`src/rtl/sfx_tone_sequencer.sv`:
```
// Multi-step square-wave sound-effect player: a rising trigger plays one of NUM_SFX
// effects, each a STEPS-long list of (half-period, duration) pairs taken from parameter tables.
module sfx_tone_sequencer #(
  parameter int NUM_SFX = 2,
  parameter int STEPS   = 4,
  parameter int HALF_W  = 17,
  parameter int DUR_W   = 24,
  parameter logic [NUM_SFX*STEPS*HALF_W-1:0] HALF_TAB = '0,
  parameter logic [NUM_SFX*STEPS*DUR_W-1:0]  DUR_TAB  = '0,
  parameter int SEL_W   = (NUM_SFX > 1) ? $clog2(NUM_SFX) : 1
) (
  input  logic             clk,
  input  logic             reset_n,
  input  logic             trigger,
  input  logic [SEL_W-1:0] sfx_sel,
  input  logic             mute,
  output logic             sound_out,
  output logic             busy,
  output logic             done
);

  localparam int STEP_W = (STEPS > 1) ? $clog2(STEPS) : 1;

  typedef enum logic {IDLE, PLAY} state_t;

  function automatic logic [HALF_W-1:0] halfOf(input int s, input int k);
    return HALF_TAB[(s*STEPS+k)*HALF_W +: HALF_W];
  endfunction

  function automatic logic [DUR_W-1:0] durOf(input int s, input int k);
    return DUR_TAB[(s*STEPS+k)*DUR_W +: DUR_W];
  endfunction

  state_t              state, stateN;
  logic                trigQ;
  logic [SEL_W-1:0]    sel, selN, ldSel;
  logic [STEP_W-1:0]   step, stepN, ldStep;
  logic [HALF_W-1:0]   halfCnt, halfCntN, curHalf, newHalf;
  logic [DUR_W-1:0]    durCnt, durCntN, newDur;
  logic                phase, phaseN, soundN, doneN;
  logic                start, validStart, ld;

  assign start      = trigger & ~trigQ;
  assign validStart = start && ({1'b0, sfx_sel} < (SEL_W+1)'(NUM_SFX));
  assign busy       = (state == PLAY);

  always_comb begin
    stateN   = state;
    selN     = sel;
    stepN    = step;
    halfCntN = halfCnt;
    durCntN  = durCnt;
    phaseN   = phase;
    doneN    = 1'b0;
    ld       = 1'b0;
    ldSel    = sel;
    ldStep   = step;
    newHalf  = '0;
    newDur   = '0;
    curHalf  = halfOf(int'(sel), int'(step));

    if (validStart) begin
      // start wins over a simultaneous natural finish, so no done pulse here
      stateN = PLAY;
      ld     = 1'b1;
      ldSel  = sfx_sel;
      ldStep = '0;
    end else if (state == PLAY) begin
      if (durCnt == '0) begin
        if (step == STEP_W'(STEPS-1)) begin
          stateN = IDLE;
          phaseN = 1'b0;
          doneN  = 1'b1;
        end else begin
          ld     = 1'b1;
          ldStep = step + 1'b1;
        end
      end else begin
        durCntN = durCnt - 1'b1;
        if (curHalf == '0) begin
          phaseN = 1'b0;
        end else if (halfCnt == '0) begin
          halfCntN = curHalf - 1'b1;
          phaseN   = ~phase;
        end else begin
          halfCntN = halfCnt - 1'b1;
        end
      end
    end

    // step load: tone restarts in phase; a zero half-period is a rest
    if (ld) begin
      newHalf  = halfOf(int'(ldSel), int'(ldStep));
      newDur   = durOf(int'(ldSel), int'(ldStep));
      selN     = ldSel;
      stepN    = ldStep;
      halfCntN = (newHalf == '0) ? '0 : newHalf - 1'b1;
      durCntN  = (newDur == '0) ? '0 : newDur - 1'b1;
      phaseN   = (newHalf != '0);
    end

    soundN = (stateN == PLAY) & phaseN & ~mute;
  end

  always_ff @(posedge clk or negedge reset_n) begin
    if (!reset_n) begin
      state     <= IDLE;
      trigQ     <= 1'b0;
      sel       <= '0;
      step      <= '0;
      halfCnt   <= '0;
      durCnt    <= '0;
      phase     <= 1'b0;
      sound_out <= 1'b0;
      done      <= 1'b0;
    end else begin
      state     <= stateN;
      trigQ     <= trigger;
      sel       <= selN;
      step      <= stepN;
      halfCnt   <= halfCntN;
      durCnt    <= durCntN;
      phase     <= phaseN;
      sound_out <= soundN;
      done      <= doneN;
    end
  end

endmodule

```
`config.mk`:
```
export PLATFORM = sky130hd
export DESIGN_NAME = sfx_tone_sequencer
export DESIGN_NICKNAME = d
export VERILOG_FILES = /design/src/rtl/sfx_tone_sequencer.sv
export SDC_FILE = /design/constraint.sdc
export NUM_CORES = 1
export LEC_CHECK = 0
export ABC_AREA = 1
export CAP_MARGIN = 5
export CORE_MARGIN = 2
export CORE_UTILIZATION = 50
export CTS_BUF_LIST = sky130_fd_sc_hd__clkbuf_8
export DETAILED_ROUTE_END_ITERATION = 10
export GPL_TIMING_DRIVEN = 0
export HOLD_SLACK_MARGIN = 0.08
export PLACE_DENSITY = 0.79
export SLEW_MARGIN = 10
export SYNTH_ARGS = -nofsm -noshare
export SYNTH_HDL_FRONTEND = slang
export SYNTH_SLANG_ARGS = --single-unit
```
`constraint.sdc`:
```
create_clock -name clk -period 2.1 [get_ports clk]
set_input_delay 0.42 -clock clk [delete_from_list [all_inputs] [get_ports clk]]
set_output_delay 0.42 -clock clk [all_outputs]
set_load 0.02 [all_outputs]
```
# Yosys cells after proc, flatten, opt, wreduce, memory -nomap -nowiden
# Cells that the tools add are included.
# totals
reg_bits	49
elab_cells	77
# classes
addsub	8
mul	3
eq_ne	4
n_shift	3
mux	35
n_bitwise	6
n_reduce_logical	9
# op_table
op	n
192-bit by 10-bit variable part select with 24-bit output (first input constant)	1
136-bit by 10-bit variable part select with 17-bit output (first input constant)	1
136-bit by 32-bit variable part select with 17-bit output (first input constant)	1
24-bit 2-to-1 mux	5
17-bit 2-to-1 mux	7
17-bit logical NOT	3
17-bit by 1-bit subtractor with 17-bit output (second input constant)	3
24-bit logical NOT	2
24-bit by 1-bit subtractor with 24-bit output (second input constant)	2
32-bit by 6-bit multiplier with 32-bit output (second input constant)	1
1-bit 2-to-1 mux	19
17-bit nonzero test	1
4-bit by 5-bit multiplier with 9-bit output (second input constant)	1
3-bit by 2-bit adder with 4-bit output	2
2-bit 2-to-1 mux	4
4-bit by 2-bit multiplier with 6-bit output (second input constant)	1
2-bit != test (second input constant)	2
4-bit AND reduction	1
1-bit AND	3
1-bit inverter	3
3-bit AND reduction	1
2-bit by 1-bit adder with 2-bit output (second input constant)	1
2-bit == test (second input constant)	1
2-bit by 1-bit != test with 1-bit output (second input constant)	1
2-bit nonzero test	1

# Logic depth before layout (Yosys ltp)
# logic_depth
depth_word	12
depth_mapped	11
ltp_nobuf	10

# Worst setup path after synthesis
# Ideal clock, no wire load.
# synth_path
path_kind	reg-to-reg
from	register durCnt[0]
to	register durCnt[7]
setup_ns	0.117
arrival_time_ns	1.558
slack_ns	0.425
path_stages_with_launch	11
path_buffers	1
cell_sequence	dfrtp_1 > inv_1 > ha_1 > nand2_2 > nor2_4 > nand4_1 > nand2_1 > nand2_2 > clkbuf_8 > nand3_1 > nand2_1
# synth_between
elab_chain_cells	10
word_cells_on_any_way	22
classes_between	3 x add/sub; 1 x mul; 2 x eq/ne; 1 x shift; 11 x mux; 4 x reduce/logical
# synth_lines
element	line_no	rtl
start, declared	39	logic [DUR_W-1:0] durCnt, durCntN, newDur;
start signal, assigned	122	durCnt <= durCntN;
24-bit logical NOT	69	if (durCnt == '0) begin
2-bit 2-to-1 mux	69	
2-bit 2-to-1 mux	68	end else if (state == PLAY) begin
2-bit 2-to-1 mux	62	if (validStart) begin
3-bit by 2-bit adder with 4-bit output	31	return DUR_TAB[(s*STEPS+k)*DUR_W +: DUR_W];
4-bit by 2-bit multiplier with 6-bit output	31	
192-bit by 10-bit variable part select with 24-bit output	31	
24-bit by 1-bit subtractor with 24-bit output or 24-bit logical NOT (tied branches)	98	durCntN = (newDur == '0) ? '0 : newDur - 1'b1;
24-bit 2-to-1 mux	98	
24-bit 2-to-1 mux	92	if (ld) begin
# Parallel ways exist; a longest one is shown, timed or not. The select of a mux whose other input is x is not followed.
# A chain may end at the register's enable or synchronous reset.

# Worst setup path in the final report
# layout_path
from	register durCnt[0]
to	register durCnt[22]
# The elaborated chain is that of the path after synthesis.

==> qor.csv <==
stage;metric;value;unit
clock_tree;clk_path_buf_depth;2;
sta;fmax;526;MHz
synthesis;ys.flop_type;dfrtp_1;
sta;worst_pin_slew;0.657;ns
synthesis;syn_area;0.00191;sq mm
sta;slew_headroom;56.2;%
clock_tree;cts-root-buf;clkbuf_8;
clock_tree;cts_tree;built;
setup_path;ff2ff_setup_slack;0.20;ns
global_route;grt_pass1_vias;1477;
clock_tree;clock_latency;0.29;ns
run;maxCapViolations;0;
synthesis;netlist_top_cells_area;dfrtp_1 (39%), nand2_1 (18%), nand3_1 (7.9%), nor2_1 (7.9%), inv_1 (7.3%);
sta;rsz0062_at_grt;false;
clock_tree;cts_buffers;5;
drt;drt-total-wl;3.84;mm
floorplan;die-area;0.00433;sq mm
drt;vias;1665;
clock_tree;clock_sinks;30;
layout;nFillCells;345;
synthesis;yosysSeqAreaShare;39.3;%
floorplan;num_rows;22;
sta;finalClockSkew;0.00788;ns
setup_path;reg2reg_depth;10;
synthesis;ys_ff_latch;30;
layout;antenna_cells;0;
synthesis;synth-edff-count;0;
placed_design;dp_hpwl;2.80;mm
synthesis;synth_nets;281;
setup_path;r2r-end;durCnt[22];
sta;hold_viol;0;
setup_path;arrival;2.08;ns
global_route;grt_pass1_wl;6.52;mm
placed_design;port_buffers;5;
drt;final_antenna_net_count;0;
synthesis;synth_cells;275;
clock_tree;holdBufCountCts;0;
clock_tree;h-tree-depth;2;
layout;nets;293;
synthesis;yosysTopAreaCellShare;39.3;%
synthesis;synth_top_cell_by_area;dfrtp_1;
layout;final_layout_size_suffix_gt1_share;10.1;%
sta;period_needed;1.90;ns
drt;via_per_inst;4.96;
global_route;antenna_found_initial;0;
synthesis;syn_area_per_cell;6.94;sq um
setup_path;cp-end-kind;flip-flop;
floorplan;dieHeight;65.8;um
sta;final.setup.tns;0;ns
drt;drtIter0Drc;129;
floorplan;core_area;0.00366;sq mm
setup_path;cp-start-kind;flip-flop;
drt;remaining_drc_errors;0;
synthesis;synth_cell_type_count;21;
pwr;vdd_drop_max;0.789;mV
floorplan;chipWidth;65.8;um
sta;setup_viol;0;
min_path;min_path_type;input pin to async pin;
floorplan;start_util;52.1;%
layout;ff_latch_area;751;sq um
clock_tree;cts_setup_buffers;0;
setup_path;worstSetupPathType;flip-flop to flip-flop;
sta;final.period_utilization;90.6;%
synthesis;yosysWarnings;0;
global_route;grt_max_degree;31;
pwr;pwr_density_cell;1480;mW/mm^2
global_route;overflow;0;
synthesis;synth_most_common_cell;nand2_1;
sta;hold_ws;0.158;ns
synthesis;ys_top_cells_by_count;nand2_1 (92), nor2_1 (40), inv_1 (37), dfrtp_1 (30), nand3_1 (30);
setup_path;critical_path.max_fanout;10;
drt;wl_per_cell;11.4;um
floorplan;io_pins;8;
global_route;groute.usage.overall;20.0;%
pwr;p_leak;1.26;nW
setup_path;worstPathRequired;2.27;ns
sta;slew_viol_final;0;
placed_design;routabilityCongestion;0.857;
synthesis;synthArstFlopShare;100;%
drt;dr.pass1.iters;4;
setup_path;reg2reg_from;durCnt[0];
layout;multi_input_area;952;sq um
layout;area_growth;11.3;%
clock_tree;path_clk_slew;0.07;ns
run_status;run_status;finished, final reports clean;
## power by group
| part | internal (mW) | switching (mW) | total, mW |
|---|---|---|---|
| clock | 0.349 | 0.230 | 0.579 |
| combinational | 0.566 | 1.02 | 1.59 |
| sequential | 0.759 | 0.211 | 0.970 |
## registers in the layout, summed over array words and instances, names as in the netlist
register   count
durCnt        24
step           2
busy           1
done           1
sound_out      1
trigQ          1
## metal layers
metal / vias to the layer above / GRT usage (%) / wire [um]
li1: 860 / - / -
met1: 784 / 25.1 / 1770
met2: 16 / 33.6 / 1890
met3: 5 / 5.62 / 134
met4: 0 / 5.47 / 40
met5: - / 0 / 0
## worst max path at each step
stage | startpoint | endpoint | slack [ns] | cells after the start
after floorplan | durCnt[0] | durCnt[7] | 0.42 | 10
after global placement | trigger | durCnt[22] | -0.009 | 10
after detailed placement | trigger | durCnt[22] | -0.07 | 10
after CTS | durCnt[0] | durCnt[10] | 0.08 | 10
after global routing | durCnt[0] | durCnt[21] | 0.02 | 10
final | durCnt[0] | durCnt[22] | 0.20 | 10
## cells by family after synthesis
family          Yosys count  synth area share, %
fa+ha+maj                 1                0.656
compound gates            2                0.524
xor+xnor                 15                 6.89
simple gates            182                 41.5
buf+inv                  44                 10.9
flops                    30                 39.3
other cells               1                0.197
## critical path, cell delays in order, from the launching register on
cell      delay (ns)
dfrtp_1         0.40
inv_1           0.12
ha_2            0.25
nand2_2         0.12
nor2_4          0.19
nand4_1         0.18
nand2_1         0.11
nand2_2         0.10
clkbuf_8        0.19
nand3_1         0.08
nand2_1         0.05
## layout by cell type, fill, tap and decap left out
master,n
xnor2_1,2
dfrtp_1,30
nand3_2,3
clkbuf_8,7
nor2_2,4
bufinv_16,1
a21oi_1,1
conb_1,1
nand4_1,8
clkinv_2,2
clkdlybuf4s50_1,4
buf_2,2
inv_4,1
inv_1,37
nor2_4,2
buf_4,1
ha_2,1
buf_6,2
nor2_1,40
nand2_1,92
nand2_2,3
xor2_1,13
o21ai_0,1
nand3_1,30
## cell type report
| cell class | count | share of cell area [%] |
|---|---|---|
| inverters | 38 | 6.83 |
| clock buffers | 5 | 3.24 |
| plain buffers | 6 | 2.94 |
| well taps | 48 | 2.83 |
| clock inverters | 3 | 1.88 |
| multi-input cells | 201 | 44.8 |
| flip-flops and latches | 30 | 35.3 |
| repair buffers | 5 | 2.12 |
## repair_timing
item / 4_1_cts / 5_1_grt
hold endpoints to repair: 0 / 0
setup endpoints to repair: 0 / 20
gates resized for setup: 0 / 1
## stage by stage
| step | instance area [sq um] | total power, mW | setup WS, ns | cells | utilization, % |
|---|---|---|---|---|---|
| 2_1_floorplan | 1910 | 2.23 | 0.425 | 275 | - |
| 3_3_place_gp | 2020 | 2.51 | -0.00890 | 328 | 55.1 |
| 3_5_place_dp | 2010 | 2.56 | -0.0721 | 328 | 55.0 |
| 4_1_cts | 2120 | 3.15 | 0.0828 | 336 | 58.0 |
| 5_1_grt | 2120 | 3.47 | 0.0154 | 336 | 58.0 |
| 6_report | 2120 | 3.13 | 0.198 | 336 | 58.0 |
No activity file was read; power rests on OpenSTA's default activity.
